`src/rtl/led_pkg.sv`:
```
// ---------------------------------------------------------------------------
// led_pkg
// Shared types for the display-source selector.
//   src_e   : which CPU debug value is shown (PC, instruction, ALU, memory).
//   hold_e  : freeze state. LIVE shows current values, FROZEN shows snapshots.
//   N_SRC   : number of selectable sources.
//   next_src: advances the source index, wrapping from SRC_MEM to SRC_PC.
// ---------------------------------------------------------------------------
package led_pkg;

  localparam int N_SRC = 4;

  typedef enum logic [1:0] {
    SRC_PC    = 2'd0,
    SRC_INSTR = 2'd1,
    SRC_ALU   = 2'd2,
    SRC_MEM   = 2'd3
  } src_e;

  typedef enum logic {
    LIVE   = 1'b0,
    FROZEN = 1'b1
  } hold_e;

  // The 2-bit add wraps 3 -> 0 naturally.
  function automatic src_e next_src(input src_e s);
    logic [1:0] n;
    n = s + 2'd1;
    return src_e'(n);
  endfunction

endpackage

```
`src/rtl/led_source_sel_if.sv`:
```
// ---------------------------------------------------------------------------
// led_source_sel_if
// Bundles the CPU debug values going into the selector and the display word
// and status coming out of it.
//   pc, instr, alu_result, mem_rdata : live 32-bit CPU debug values
//   out_data                         : registered 32-bit word for the scanner
//   src_idx                          : currently selected source
//   hold_active                      : 1 while the snapshot is frozen
// master = CPU/debug side, slave = led_source_sel.
// ---------------------------------------------------------------------------
interface led_source_sel_if;
  logic [31:0] pc;
  logic [31:0] instr;
  logic [31:0] alu_result;
  logic [31:0] mem_rdata;
  logic [31:0] out_data;
  logic [1:0]  src_idx;
  logic        hold_active;

  modport master (
    output pc, instr, alu_result, mem_rdata,
    input  out_data, src_idx, hold_active
  );

  modport slave (
    input  pc, instr, alu_result, mem_rdata,
    output out_data, src_idx, hold_active
  );
endinterface

```
`src/rtl/btn_debounce.sv`:
```
// ---------------------------------------------------------------------------
// btn_debounce
// Synchronises a raw asynchronous button and accepts a new level only after
// it has differed from the accepted level for DEBOUNCE_CYCLES consecutive
// cycles. Emits a one-cycle pulse on every accepted rising edge.
//   clk, rst    : clock, asynchronous active-high reset
//   raw         : raw button input
//   level       : debounced level
//   press_pulse : 1-cycle pulse, cycle after level rises
// ---------------------------------------------------------------------------
module btn_debounce #(
  parameter int DEBOUNCE_CYCLES = 1000000
) (
  input  logic clk,
  input  logic rst,
  input  logic raw,
  output logic level,
  output logic press_pulse
);

  localparam int            CNT_W   = $clog2(DEBOUNCE_CYCLES);
  localparam logic [CNT_W-1:0] CNT_MAX = CNT_W'(DEBOUNCE_CYCLES - 1);

  logic             sync1_q, sync2_q;
  logic             deb_q, deb_d;
  logic             deb_prev_q;
  logic [CNT_W-1:0] cnt_q, cnt_d;

  // NOTE: sequential state uses non-blocking assignments so every flop
  // samples the pre-edge value of its neighbours, giving a true shift chain.
  always_ff @(posedge clk or posedge rst) begin
    if (rst) begin
      sync1_q    <= 1'b0;
      sync2_q    <= 1'b0;
      deb_q      <= 1'b0;
      deb_prev_q <= 1'b0;
      cnt_q      <= '0;
    end else begin
      sync1_q    <= raw;
      sync2_q    <= sync1_q;
      deb_q      <= deb_d;
      deb_prev_q <= deb_q;
      cnt_q      <= cnt_d;
    end
  end

  // NOTE: every output of this block gets a default first, so no path
  // leaves it unassigned and no latch is inferred.
  always_comb begin
    deb_d = deb_q;
    cnt_d = cnt_q;
    if (sync2_q == deb_q) begin
      cnt_d = '0;                 // any agreement restarts the count
    end else if (cnt_q == CNT_MAX) begin
      deb_d = sync2_q;
      cnt_d = '0;
    end else begin
      cnt_d = cnt_q + 1'b1;
    end
  end

  assign level       = deb_q;
  assign press_pulse = deb_q & ~deb_prev_q;

endmodule

```
`src/rtl/led_source_sel.sv`:
```
// ---------------------------------------------------------------------------
// led_source_sel
// Picks one of four CPU debug values for the seven-segment scanner. A
// debounced "next" button steps through the sources; a debounced "hold"
// button toggles between showing live values and a frozen snapshot.
//   clk, rst : clock, asynchronous active-high reset
//   btn_next : raw button, advances src_idx (mod 4) on each press
//   btn_hold : raw button, toggles LIVE/FROZEN on each press
//   dbg      : live CPU values in; out_data / src_idx / hold_active out
// ---------------------------------------------------------------------------
module led_source_sel
  import led_pkg::*;
#(
  parameter int DEBOUNCE_CYCLES = 1000000
) (
  input  logic              clk,
  input  logic              rst,
  input  logic              btn_next,
  input  logic              btn_hold,
  led_source_sel_if.slave   dbg
);

  logic next_pulse, hold_pulse;
  // Debounced levels are not needed here; only the press pulses are.
  logic next_level_unused, hold_level_unused;

  btn_debounce #(.DEBOUNCE_CYCLES(DEBOUNCE_CYCLES)) u_next_db (
    .clk         (clk),
    .rst         (rst),
    .raw         (btn_next),
    .level       (next_level_unused),
    .press_pulse (next_pulse)
  );

  btn_debounce #(.DEBOUNCE_CYCLES(DEBOUNCE_CYCLES)) u_hold_db (
    .clk         (clk),
    .rst         (rst),
    .raw         (btn_hold),
    .level       (hold_level_unused),
    .press_pulse (hold_pulse)
  );

  hold_e                   state_q, state_d;
  src_e                    src_q, src_d;
  logic [N_SRC-1:0][31:0]  snap_q, snap_d;
  logic [31:0]             out_q, out_d;
  logic [N_SRC-1:0][31:0]  live;

  // Index 0 = PC, matching the src_e encoding.
  assign live = {dbg.mem_rdata, dbg.alu_result, dbg.instr, dbg.pc};

  // State register.
  always_ff @(posedge clk or posedge rst) begin
    if (rst) state_q <= LIVE;
    else     state_q <= state_d;
  end

  // Next-state logic.
  always_comb begin
    state_d = state_q;
    case (state_q)
      LIVE:    if (hold_pulse) state_d = FROZEN;
      FROZEN:  if (hold_pulse) state_d = LIVE;
      default: state_d = LIVE;
    endcase
  end

  // Output logic.
  always_comb begin
    dbg.hold_active = (state_q == FROZEN);
  end

  // Datapath: source index, snapshot capture and output mux.
  always_comb begin
    src_d  = next_pulse ? next_src(src_q) : src_q;
    snap_d = snap_q;
    if (state_q == LIVE && hold_pulse) snap_d = live;
    // Only a cycle that stays FROZEN shows the snapshot; on entry the live
    // value being captured is identical to it.
    if (state_q == FROZEN && state_d == FROZEN) out_d = snap_q[src_d];
    else                                        out_d = live[src_d];
  end

  // NOTE: the snapshot registers are cleared on reset along with everything
  // else, so a FROZEN view never exposes stale power-up contents.
  always_ff @(posedge clk or posedge rst) begin
    if (rst) begin
      src_q  <= SRC_PC;
      snap_q <= '0;
      out_q  <= '0;
    end else begin
      src_q  <= src_d;
      snap_q <= snap_d;
      out_q  <= out_d;
    end
  end

  assign dbg.out_data = out_q;
  assign dbg.src_idx  = src_q;

endmodule

```
`src/flat_wrapper.sv`:
```
// flat-port wrapper written by rule: the top's interface ports become plain ports
module led_source_sel_flat import led_pkg::*;
#(
  parameter int DEBOUNCE_CYCLES = 1000000
)
  (clk, rst, btn_next, btn_hold, dbg_pc, dbg_instr, dbg_alu_result, dbg_mem_rdata, dbg_out_data, dbg_src_idx, dbg_hold_active);
  led_source_sel_if dbg_i ();
  input  logic clk;
  input  logic rst;
  input  logic btn_next;
  input  logic btn_hold;
  input wire logic [$bits(dbg_i.pc)-1:0] dbg_pc;
  input wire logic [$bits(dbg_i.instr)-1:0] dbg_instr;
  input wire logic [$bits(dbg_i.alu_result)-1:0] dbg_alu_result;
  input wire logic [$bits(dbg_i.mem_rdata)-1:0] dbg_mem_rdata;
  output wire logic [$bits(dbg_i.out_data)-1:0] dbg_out_data;
  output wire logic [$bits(dbg_i.src_idx)-1:0] dbg_src_idx;
  output wire logic [$bits(dbg_i.hold_active)-1:0] dbg_hold_active;
  assign dbg_i.pc = dbg_pc;
  assign dbg_i.instr = dbg_instr;
  assign dbg_i.alu_result = dbg_alu_result;
  assign dbg_i.mem_rdata = dbg_mem_rdata;
  assign dbg_out_data = dbg_i.out_data;
  assign dbg_src_idx = dbg_i.src_idx;
  assign dbg_hold_active = dbg_i.hold_active;
  led_source_sel #(.DEBOUNCE_CYCLES(DEBOUNCE_CYCLES)) u_core (.clk(clk), .rst(rst), .btn_next(btn_next), .btn_hold(btn_hold), .dbg(dbg_i));
endmodule
```
`config.mk`:
```
export PLATFORM = sky130hd
export DESIGN_NAME = led_source_sel_flat
export DESIGN_NICKNAME = d
export VERILOG_FILES = /design/src/rtl/led_pkg.sv /design/src/rtl/led_source_sel_if.sv /design/src/rtl/btn_debounce.sv /design/src/rtl/led_source_sel.sv /design/src/flat_wrapper.sv
export SDC_FILE = /design/constraint.sdc
export NUM_CORES = 1
export LEC_CHECK = 0
export ABC_AREA = 1
export ABC_CLOCK_PERIOD_IN_PS = 8500
export CAP_MARGIN = 10
export CORE_MARGIN = 5
export CORE_UTILIZATION = 40
export CTS_CLUSTER_SIZE = 24
export DETAILED_ROUTE_END_ITERATION = 8
export PLACE_DENSITY = 0.61
export SYNTH_ARGS = -nofsm -noshare
export SYNTH_HDL_FRONTEND = slang
export SYNTH_HIERARCHICAL = 1
export SYNTH_SLANG_ARGS = --single-unit
export TNS_END_PERCENT = 100
```
`constraint.sdc`:
```
create_clock -name clk -period 8.5 [get_ports clk]
set_input_delay 1.7 -clock clk [delete_from_list [all_inputs] [get_ports clk]]
set_output_delay 1.7 -clock clk [all_outputs]
set_load 0.005 [all_outputs]
```
==> impl_metrics.env, run 1 <==
export IMPL_outcome="finished clean"
export IMPL_p_int_mw=1.72
export IMPL_worst_ep_required_time_ps=6800
export IMPL_grt_pass1_wl_microns=51700
export IMPL_peakVddDrop_uv=116
export IMPL_hpwl_microns=19700
export IMPL_switchingPower_mw=0.486
export IMPL_p_per_area_nw_per_um2=155
export IMPL_route_met3_wl_microns=1860
export IMPL_wl_microns=31300
export IMPL_tightest_slew_ps=1050
export IMPL_cp_cell_sequence="clkdlybuf4s50_1"
export IMPL_cts_setup_buffers=0
export IMPL_finalCriticalPeriod_ps=3320
export IMPL_endpoint_kind="output port"
export IMPL_nets=1905
export IMPL_hold_path_class="reg -> reg"
export IMPL_synthTopCellsByArea="dfrtp_1 45%, nand2_1 15%, nand3_1 12%"
export IMPL_p_sw_frac=0.220
export IMPL_synth_largest_area_cell="dfrtp_1"
export IMPL_ctsResizeCount=0
export IMPL_cts_clk_slew_worst_paths_ps=60
export IMPL_cts_root_buf="clkbuf_16"
export IMPL_tns_ps=0
export IMPL_die_x_microns=181
export IMPL_routabilityCongestion=0.830
export IMPL_cp_slowest_stage_delay_ps=620
export IMPL_synthesis_nets=1793
export IMPL_crit_slowest_cell="clkdlybuf4s50_1"
export IMPL_synthFlopType="dfrtp_1"
export IMPL_path_class="reg -> out"
export IMPL_grt_start_max_net_pins=103
export IMPL_vias=10600
export IMPL_slew_headroom=0.302
export IMPL_antenna_found_initial=3
export IMPL_cts_tree="yes"
export IMPL_ys_ff_latch=211
export IMPL_wire_per_inst_microns=14.4
export IMPL_mostFrequentLayoutCells="470 x nand2_1, 294 x inv_1, 282 x nand3_1, 211 x dfrtp_1, 166 x clkdlybuf4s50_1"
export IMPL_clk_path_buf_depth=3
export IMPL_dieHeight_microns=181
export IMPL_syn_area_per_cell_sq_um=7.05
export IMPL_async_flop_share=1.00
export IMPL_clock_sinks=211
export IMPL_setup_violations=0
export IMPL_num_rows=62
export IMPL_ff_latch_area_sq_um=5280
export IMPL_grt_setup_unrepaired="no"
export IMPL_synth_edf_count=0
export IMPL_crit_buf_inv=1
export IMPL_clock_latency_ps=510
export IMPL_drive_gt1_frac=0.0543
export IMPL_combPwrFrac=0.071
export IMPL_cpLargestDelayFamily="buffers and inverters"
export IMPL_initial_core_util=0.406
export IMPL_drt_met1_wl_microns=14500
export IMPL_num_io_pins=167
export IMPL_ys_seq_area_frac=0.452
export IMPL_fp_dieArea_sq_um=32700
export IMPL_first_iter_violations=840
export IMPL_multi_input_area_sq_um=4850
export IMPL_fillers=2818
export IMPL_synth_cell_type_count=28
export IMPL_dr_pass1_iters=5
export IMPL_worstSetupStartpointType="flop"
export IMPL_met2_length_microns=14300
export IMPL_yosysTopAreaCellShare=0.452
export IMPL_numPortBuffers=166
export IMPL_max_freq_ghz=0.301
export IMPL_ant_nets=0
export IMPL_critical_path_max_fanout=5
export IMPL_syn_inst=1657
export IMPL_seq_power_share=0.462
export IMPL_final_max_slew_viol_count=0
export IMPL_yosys_warnings=6
export IMPL_area_delta_synth_final_pct=22.2
export IMPL_top_layer="met5"
export IMPL_design_core_area_sq_um=28800
export IMPL_power_leakage_nw=7.03
export IMPL_hold_viol=0
export IMPL_pwr_share_clk=0.468
export IMPL_synth_area_sq_um=11700
export IMPL_final_common_cell="nand2_1"
export IMPL_cp_arrival_ps=1620
export IMPL_grtUsageTotal=0.187
export IMPL_finalPower_mw=2.21
export IMPL_overflow=0
export IMPL_cts_hold_buf=0
export IMPL_cap_violations=0
export IMPL_numCtsBuffers=25
export IMPL_grt_pass1_vias=9981
export IMPL_viasPerCell=4.88
export IMPL_fin_crit_sh=0.390
export IMPL_htreeDepth=1
export IMPL_fin_worst_skew_ps=7.11
export IMPL_drc=0
==> cells in the mapped netlist, types with 6 or more instances <==
cell type / number
buf_2: 57
nand3_1: 282
nor2_1: 80
clkbuf_1: 17
inv_1: 295
nand2_1: 472
nor2_2: 18
nand4_1: 8
nor3_1: 6
buf_4: 12
dfrtp_1: 211
o21ai_0: 132
a21oi_1: 6
nand2_2: 13
xor2_1: 14
==> through the flow <==
| stage | hold slack (ps) | util | setup WS [ps] | instances | area (sq um) |
|---|---|---|---|---|---|
| final | 356 | 0.496 | 5180 | 2171 | 14300 |
| after global routing | 366 | 0.496 | 4860 | 2171 | 14300 |
| after CTS | 349 | 0.496 | 5150 | 2169 | 14300 |
| after detailed placement | 336 | 0.468 | 4590 | 2126 | 13500 |
| after global placement | 337 | 0.468 | 4580 | 2126 | 13500 |
| after floorplan | 331 | - | 2400 | 1657 | 11700 |
==> metal layers <==
| metal | up-vias | GRT usage |
|---|---|---|
| li1 | 5305 | - |
| met1 | 4963 | 0.263 |
| met2 | 276 | 0.297 |
| met3 | 41 | 0.0378 |
| met4 | 2 | 0.0448 |
| met5 | - | 0 |
==> power by group through the flow <==
stage,Clock (mW),Combinational (mW),Sequential (mW)
after global routing,1.11,0.175,1.02
final,1.03,0.156,1.02
after detailed placement,0,0.158,1.04
after floorplan,0,0.0504,1.04
after global placement,0,0.158,1.04
after CTS,1.07,0.159,1.02
==> final cells by class <==
| cell class | instances | area share |
|---|---|---|
| sequential | 211 | 0.370 |
| multi-input combinational | 1057 | 0.340 |
| timing repair buffer | 175 | 0.121 |
| inverter | 299 | 0.0790 |
| clock buffer | 35 | 0.0514 |
| tap | 384 | 0.0337 |
| clock inverter | 8 | 0.00456 |
| antenna | 2 | 0.000351 |
==> logic make-up after synthesis <==
kind of cell             count (synthesis)  share of synthesized area
AND/OR/NAND/NOR                        891                      0.331
buffers and inverters                  389                      0.136
flip-flops                             211                      0.452
AO/OA/AOI/OAI                          142                     0.0608
XOR/XNOR                                20                     0.0163
adder cells (fa/ha/maj)                  4                    0.00428
==> sequential cells by signal, indices dropped and copies added (netlist names) <==
signal,cells
u_core/dbg.hold_active,1
u_core/u_hold_db/sync2_q,1
u_core/u_hold_db/level,1
u_core/u_hold_db/deb_prev_q,1
u_core/u_hold_db/cnt_q,20
u_core/u_next_db/cnt_q,20
u_core/u_hold_db/sync1_q,1
u_core/dbg.out_data,32
u_core/u_next_db/sync2_q,1
u_core/u_next_db/level,1
u_core/snap_q,128
u_core/u_next_db/deb_prev_q,1
u_core/dbg.src_idx,2
u_core/u_next_db/sync1_q,1
==> worst paths after layout <==
path / end / startpoint / depth (start not counted) / slack, ps
setup reg to reg: u_core/snap_q[108] / u_core/u_hold_db/level / 6 / 5210
min in group asynchronous: u_core/dbg.hold_active / rst / 2 / 1860
max in group asynchronous: u_core/dbg.out_data[8] / rst / 3 / 5240
setup / recovery: dbg_src_idx[0] / u_core/dbg.src_idx[0] / 1 / 5180
hold reg to reg: u_core/u_hold_db/sync2_q / u_core/u_hold_db/sync1_q / 0 / 360
hold / removal: u_core/u_hold_db/sync2_q / u_core/u_hold_db/sync1_q / 0 / 360
Power figures use the tool's default switching activity.
==> run 2: changes to the inputs <==
--- a/config.mk
+++ b/config.mk
@@ -6,13 +6,13 @@
 export NUM_CORES = 1
 export LEC_CHECK = 0
 export ABC_AREA = 1
-export ABC_CLOCK_PERIOD_IN_PS = 8500
+export ABC_CLOCK_PERIOD_IN_PS = 3000
 export CAP_MARGIN = 10
 export CORE_MARGIN = 5
 export CORE_UTILIZATION = 40
 export CTS_CLUSTER_SIZE = 24
 export DETAILED_ROUTE_END_ITERATION = 8
-export PLACE_DENSITY = 0.61
+export PLACE_DENSITY = 0.63
 export SYNTH_ARGS = -nofsm -noshare
 export SYNTH_HDL_FRONTEND = slang
 export SYNTH_HIERARCHICAL = 1
==> constraint.sdc (replaced) <==
create_clock -name clk -period 3 [get_ports clk]
set_input_delay 0.6 -clock clk [delete_from_list [all_inputs] [get_ports clk]]
set_output_delay 0.6 -clock clk [all_outputs]
set_load 0.005 [all_outputs]
==> run 2 against run 1 <==
Effect of this change: wire length fell by 1.5%; power rose to 2.9 times the previous value; combinational power grew to 2.9 times the previous value; flip-flop and latch count is the same; clock power increased to 2.9 times the previous value; final area grew 1.1%; utilization is 0.56 points higher; non-clock buffer count is 10 higher; clock-buffer cell count is 3 higher; die area did not move; final cell count increased by 0.46%; clock skew is 4.4 ps higher.
==> impl_metrics.env, run 2 (synthesized netlist as in run 1, its figures left out) <==
export IMPL_outcome="finished clean"
export IMPL_final_common_cell="nand2_1"
export IMPL_routabilityCongestion=0.859
export IMPL_overflow=0
export IMPL_num_io_pins=167
export IMPL_clock_latency_ps=520
export IMPL_first_iter_violations=673
export IMPL_cts_root_buf="clkbuf_16"
export IMPL_nets=1915
export IMPL_grt_setup_unrepaired="no"
export IMPL_route_met3_wl_microns=1760
export IMPL_dr_pass1_iters=5
export IMPL_crit_slowest_cell="clkdlybuf4s50_1"
export IMPL_r2r_slack_ps=900
export IMPL_initial_core_util=0.406
export IMPL_ant_nets=0
export IMPL_cp_cell_sequence="clkdlybuf4s50_1"
export IMPL_design_core_area_sq_um=28800
export IMPL_die_x_microns=181
export IMPL_largest_reg_flops=128
export IMPL_grtUsageTotal=0.183
export IMPL_viasPerCell=4.76
export IMPL_vias=10400
export IMPL_cap_violations=0
export IMPL_rr_endpoint="u_core/dbg.out_data[27]"
export IMPL_r2r_start="u_core/u_next_db/level"
export IMPL_power_leakage_nw=7.08
export IMPL_finalCriticalPeriod_ps=2170
export IMPL_cp_slowest_stage_delay_ps=600
export IMPL_critical_path_max_fanout=5
export IMPL_cp_arrival_ps=1570
export IMPL_clock_sinks=211
export IMPL_htreeDepth=1
export IMPL_finalHoldWorstSlack_ps=346
export IMPL_drc=0
export IMPL_wl_microns=30800
export IMPL_antenna_found_initial=1
export IMPL_endpoint_kind="output port"
export IMPL_reg2reg_depth=9
export IMPL_seq_power_share=0.459
export IMPL_multi_input_area_sq_um=4850
export IMPL_drive_gt1_frac=0.0573
export IMPL_hold_path_class="reg -> reg"
export IMPL_num_rows=62
export IMPL_combPwrFrac=0.071
export IMPL_wire_per_inst_microns=14.1
export IMPL_fp_dieArea_sq_um=32700
export IMPL_cp_endpoint="dbg_src_idx[0]"
export IMPL_cts_tree="yes"
export IMPL_grt_pass1_vias=9887
export IMPL_worst_ep_required_time_ps=2400
export IMPL_drt_met1_wl_microns=14600
export IMPL_hpwl_microns=19900
export IMPL_numPortBuffers=166
export IMPL_largest_register="u_core/snap_q"
export IMPL_top_layer="met5"
export IMPL_numCtsBuffers=25
export IMPL_p_int_mw=4.92
export IMPL_worstSetupStartpointType="flop"
export IMPL_crit_buf_inv=1
export IMPL_grt_start_max_net_pins=145
export IMPL_pwr_share_clk=0.471
export IMPL_fin_worst_skew_ps=11.6
export IMPL_crit_start="u_core/dbg.src_idx[0]"
export IMPL_p_sw_frac=0.220
export IMPL_mostFrequentLayoutCells="470 x nand2_1, 294 x inv_1, 282 x nand3_1, 211 x dfrtp_1, 166 x clkdlybuf4s50_1"
export IMPL_tns_ps=0
export IMPL_slew_headroom=0.362
export IMPL_clk_path_buf_depth=3
export IMPL_hold_viol=0
export IMPL_p_per_area_nw_per_um2=437
export IMPL_final_max_slew_viol_count=0
export IMPL_cp_num_cells=1
export IMPL_switchingPower_mw=1.39
export IMPL_cts_clk_slew_worst_paths_ps=60
export IMPL_ff_latch_area_sq_um=5280
export IMPL_utilization=0.502
export IMPL_fillers=2838
export IMPL_placed_cells=2136
export IMPL_area_delta_synth_final_pct=23.6
export IMPL_grt_pass1_wl_microns=50800
export IMPL_max_freq_ghz=0.460
export IMPL_cts_hold_buf=0
export IMPL_peakVddDrop_uv=394
export IMPL_cts_setup_buffers=0
export IMPL_ctsResizeCount=0
export IMPL_finalPower_mw=6.31
export IMPL_setup_violations=0
export IMPL_fin_crit_sh=0.725
export IMPL_tightest_slew_ps=958
export IMPL_cpLargestDelayFamily="buffers and inverters"
export IMPL_antenna_cells=0
export IMPL_fin_cells=2181
export IMPL_met2_length_microns=13800
export IMPL_dieHeight_microns=181
export IMPL_path_class="reg -> out"
run 2: stage by stage:
step	cell area, sq um	worst slack [ps]
detailed placement	13600	942
floorplan	11700	329
finish	14400	826
global route	14400	733
CTS	14400	787
global placement	13600	990
run 2: power groups by stage:
stage          Clock, mW  Sequential, mW  Combinational, mW
4_1_cts             3.07            2.89              0.455
2_1_floorplan          0            2.94              0.143
6_report            2.97            2.89              0.445
5_1_grt             3.18            2.90              0.498
3_3_place_gp           0            2.95              0.452
3_5_place_dp           0            2.95              0.451
run 2: final cells by class:
cell class	instances	share of cell area
multi-input combinational	1057	0.336
inverter	299	0.0780
tap	384	0.0333
clock inverter	7	0.00607
timing repair buffer	185	0.131
clock buffer	38	0.0495
sequential	211	0.366
run 2: worst min-delay path by stage:
stage	from	end	slack [ps]	depth (start not counted)
floorplan	u_core/u_hold_db/sync1_q	u_core/u_hold_db/sync2_q	330	0
global placement	u_core/u_hold_db/sync1_q	u_core/u_hold_db/sync2_q	330	0
detailed placement	u_core/u_hold_db/sync1_q	u_core/u_hold_db/sync2_q	330	0
CTS	u_core/u_hold_db/sync1_q	u_core/u_hold_db/sync2_q	350	0
global route	u_core/u_next_db/sync1_q	u_core/u_next_db/sync2_q	370	0
finish	u_core/u_hold_db/sync1_q	u_core/u_hold_db/sync2_q	350	0
run 2: layer usage:
metal	vias up	track usage
li1	5323	-
met1	4773	0.264
met2	239	0.287
met3	48	0.0376
met4	2	0.0408
met5	-	0
==> run 3: changes to the inputs <==
--- a/config.mk
+++ b/config.mk
@@ -6,7 +6,7 @@
 export NUM_CORES = 1
 export LEC_CHECK = 0
 export ABC_AREA = 1
-export ABC_CLOCK_PERIOD_IN_PS = 3000
+export ABC_CLOCK_PERIOD_IN_PS = 2000
 export CAP_MARGIN = 10
 export CORE_MARGIN = 5
 export CORE_UTILIZATION = 40
==> constraint.sdc (replaced) <==
create_clock -name clk -period 2 [get_ports clk]
set_input_delay 0.4 -clock clk [delete_from_list [all_inputs] [get_ports clk]]
set_output_delay 0.4 -clock clk [all_outputs]
set_load 0.005 [all_outputs]
==> run 3 against run 2 <==
Effect of this change: clock power grew 53%; power grew 51%; setup slack worse by 680 ps; wire length rose by 3.5%; final area grew 1.5%; critical path depth unchanged; clock-buffer cell count down 3; utilization is 0.75 points higher; final cell count up 0.32%; first-iteration DRC count is 11% higher; largest cell class unchanged.
==> impl_metrics.env, run 3 (synthesized netlist as in run 1, its figures left out) <==
export IMPL_crit_slowest_cell="clkdlybuf4s50_1"
export IMPL_placement_cell_area_sq_um=13800
export IMPL_crit_start="u_core/dbg.out_data[28]"
export IMPL_largest_reg_flops=128
export IMPL_design_core_area_sq_um=28800
export IMPL_worst_slack_ps=149
export IMPL_vias=10700
export IMPL_cap_violations=0
export IMPL_cts_clk_slew_worst_paths_ps=60
export IMPL_final_common_cell="nand2_1"
export IMPL_p_per_area_nw_per_um2=652
export IMPL_finalHoldWorstSlack_ps=321
export IMPL_final_max_slew_viol_count=0
export IMPL_dr_pass1_iters=6
export IMPL_grt_setup_unrepaired="no"
export IMPL_finalCriticalPeriod_ps=1850
export IMPL_outcome="finished clean"
export IMPL_numPortBuffers=166
export IMPL_fin_crit_sh=0.925
export IMPL_reg2reg_depth=10
export IMPL_dieHeight_microns=181
export IMPL_num_io_pins=167
export IMPL_routabilityCongestion=0.844
export IMPL_cp_slowest_stage_delay_ps=600
export IMPL_antenna_found_initial=4
export IMPL_fin_area_sq_um=14700
export IMPL_overflow=0
export IMPL_die_x_microns=181
export IMPL_fin_worst_skew_ps=9.15
export IMPL_clock_latency_ps=520
export IMPL_largest_register="u_core/snap_q"
export IMPL_hp_start="btn_hold"
export IMPL_antenna_cells=0
export IMPL_wl_microns=31900
export IMPL_cpLargestDelayFamily="buffers and inverters"
export IMPL_cts_setup_buffers=0
export IMPL_nets=1926
export IMPL_htreeDepth=1
export IMPL_worst_ep_required_time_ps=1600
export IMPL_cts_root_buf="clkbuf_16"
export IMPL_clk_path_buf_depth=3
export IMPL_hold_depth=1
export IMPL_power_leakage_nw=7.23
export IMPL_cp_num_cells=1
export IMPL_ant_nets=0
export IMPL_num_rows=62
export IMPL_max_freq_ghz=0.540
export IMPL_hold_path_class="in -> reg"
export IMPL_worstSetupStartpointType="flop"
export IMPL_finalPower_mw=9.55
export IMPL_viasPerCell=4.89
export IMPL_area_delta_synth_final_pct=25.4
export IMPL_drc=0
export IMPL_initial_core_util=0.406
export IMPL_cp_cell_sequence="clkdlybuf4s50_1"
export IMPL_crit_buf_inv=1
export IMPL_clock_sinks=211
export IMPL_fp_dieArea_sq_um=32700
export IMPL_grtUsageTotal=0.188
export IMPL_drive_gt1_frac=0.0632
export IMPL_setup_violations=0
export IMPL_grt_pass1_wl_microns=52000
export IMPL_hpwl_microns=21100
export IMPL_first_iter_violations=746
export IMPL_peakVddDrop_uv=655
export IMPL_mostFrequentLayoutCells="470 x nand2_1, 294 x inv_1, 282 x nand3_1, 210 x dfrtp_1, 164 x clkdlybuf4s50_1"
export IMPL_cp_arrival_ps=1450
export IMPL_numCtsBuffers=25
export IMPL_wire_per_inst_microns=14.6
export IMPL_endpoint_kind="output port"
export IMPL_path_class="reg -> out"
export IMPL_grt_start_max_net_pins=85
export IMPL_hold_viol=0
export IMPL_r2r_start="u_core/u_next_db/level"
export IMPL_grt_pass1_vias=10100
export IMPL_cts_tree="yes"
export IMPL_preCtsSetupSlack_ps=55.4
export IMPL_tightest_slew_ps=404
export IMPL_critical_path_max_fanout=1
export IMPL_slew_headroom=0.731
run 3: repair_timing:
item	CTS	global route
hold buffers	0	0
endpoints found under the setup margin	1	33
gates cloned	0	1
resized for setup	1	4
pin swaps	0	0
run 3: per-stage QoR:
stage                     TNS (ps)   util  cells
after floorplan             -76740      -   1657
after global placement           0  0.480   2146
after detailed placement         0  0.480   2146
after CTS                        0  0.508   2187
after global routing             0  0.509   2188
final                            0  0.509   2188
run 3: layout make-up:
type | count | area, sq um
Clock buffer | 35 | 693
Clock inverter | 6 | 109
Fill cell | 2777 | 14100
Inverter | 299 | 1130
Multi-Input combinational cell | 1057 | 4860
Sequential cell | 211 | 5280
Tap cell | 384 | 480
Timing Repair Buffer | 196 | 2100
run 3: path summary, 6_finish.rpt:
path | endpoint | slack [ps]
worst max-delay path | dbg_out_data[28] | 150
worst min-delay path | u_core/u_hold_db/sync1_q | 320
worst max register to register | u_core/dbg.out_data[23] | 220
worst min register to register | u_core/u_hold_db/sync2_q | 340
max in group asynchronous | u_core/dbg.src_idx[0] | 1110
min in group asynchronous | u_core/dbg.out_data[29] | 330
run 3: metal layers:
metal  wire, microns  vias up  share of wire  track usage
met5              53        -         0.0017            0
met2           14500      316           0.46        0.306
li1                -     5341              -            -
met4             784        8          0.025       0.0472
met1           14600     4979           0.46        0.260
met3            1950       52          0.061       0.0360
run 3: power breakdown:
group | switching, mW | total (mW) | internal, mW
Sequential | 0.0238 | 4.34 | 4.32
Clock | 1.75 | 4.53 | 2.78
Combinational | 0.319 | 0.686 | 0.368
Total | 2.09 | 9.55 | 7.46
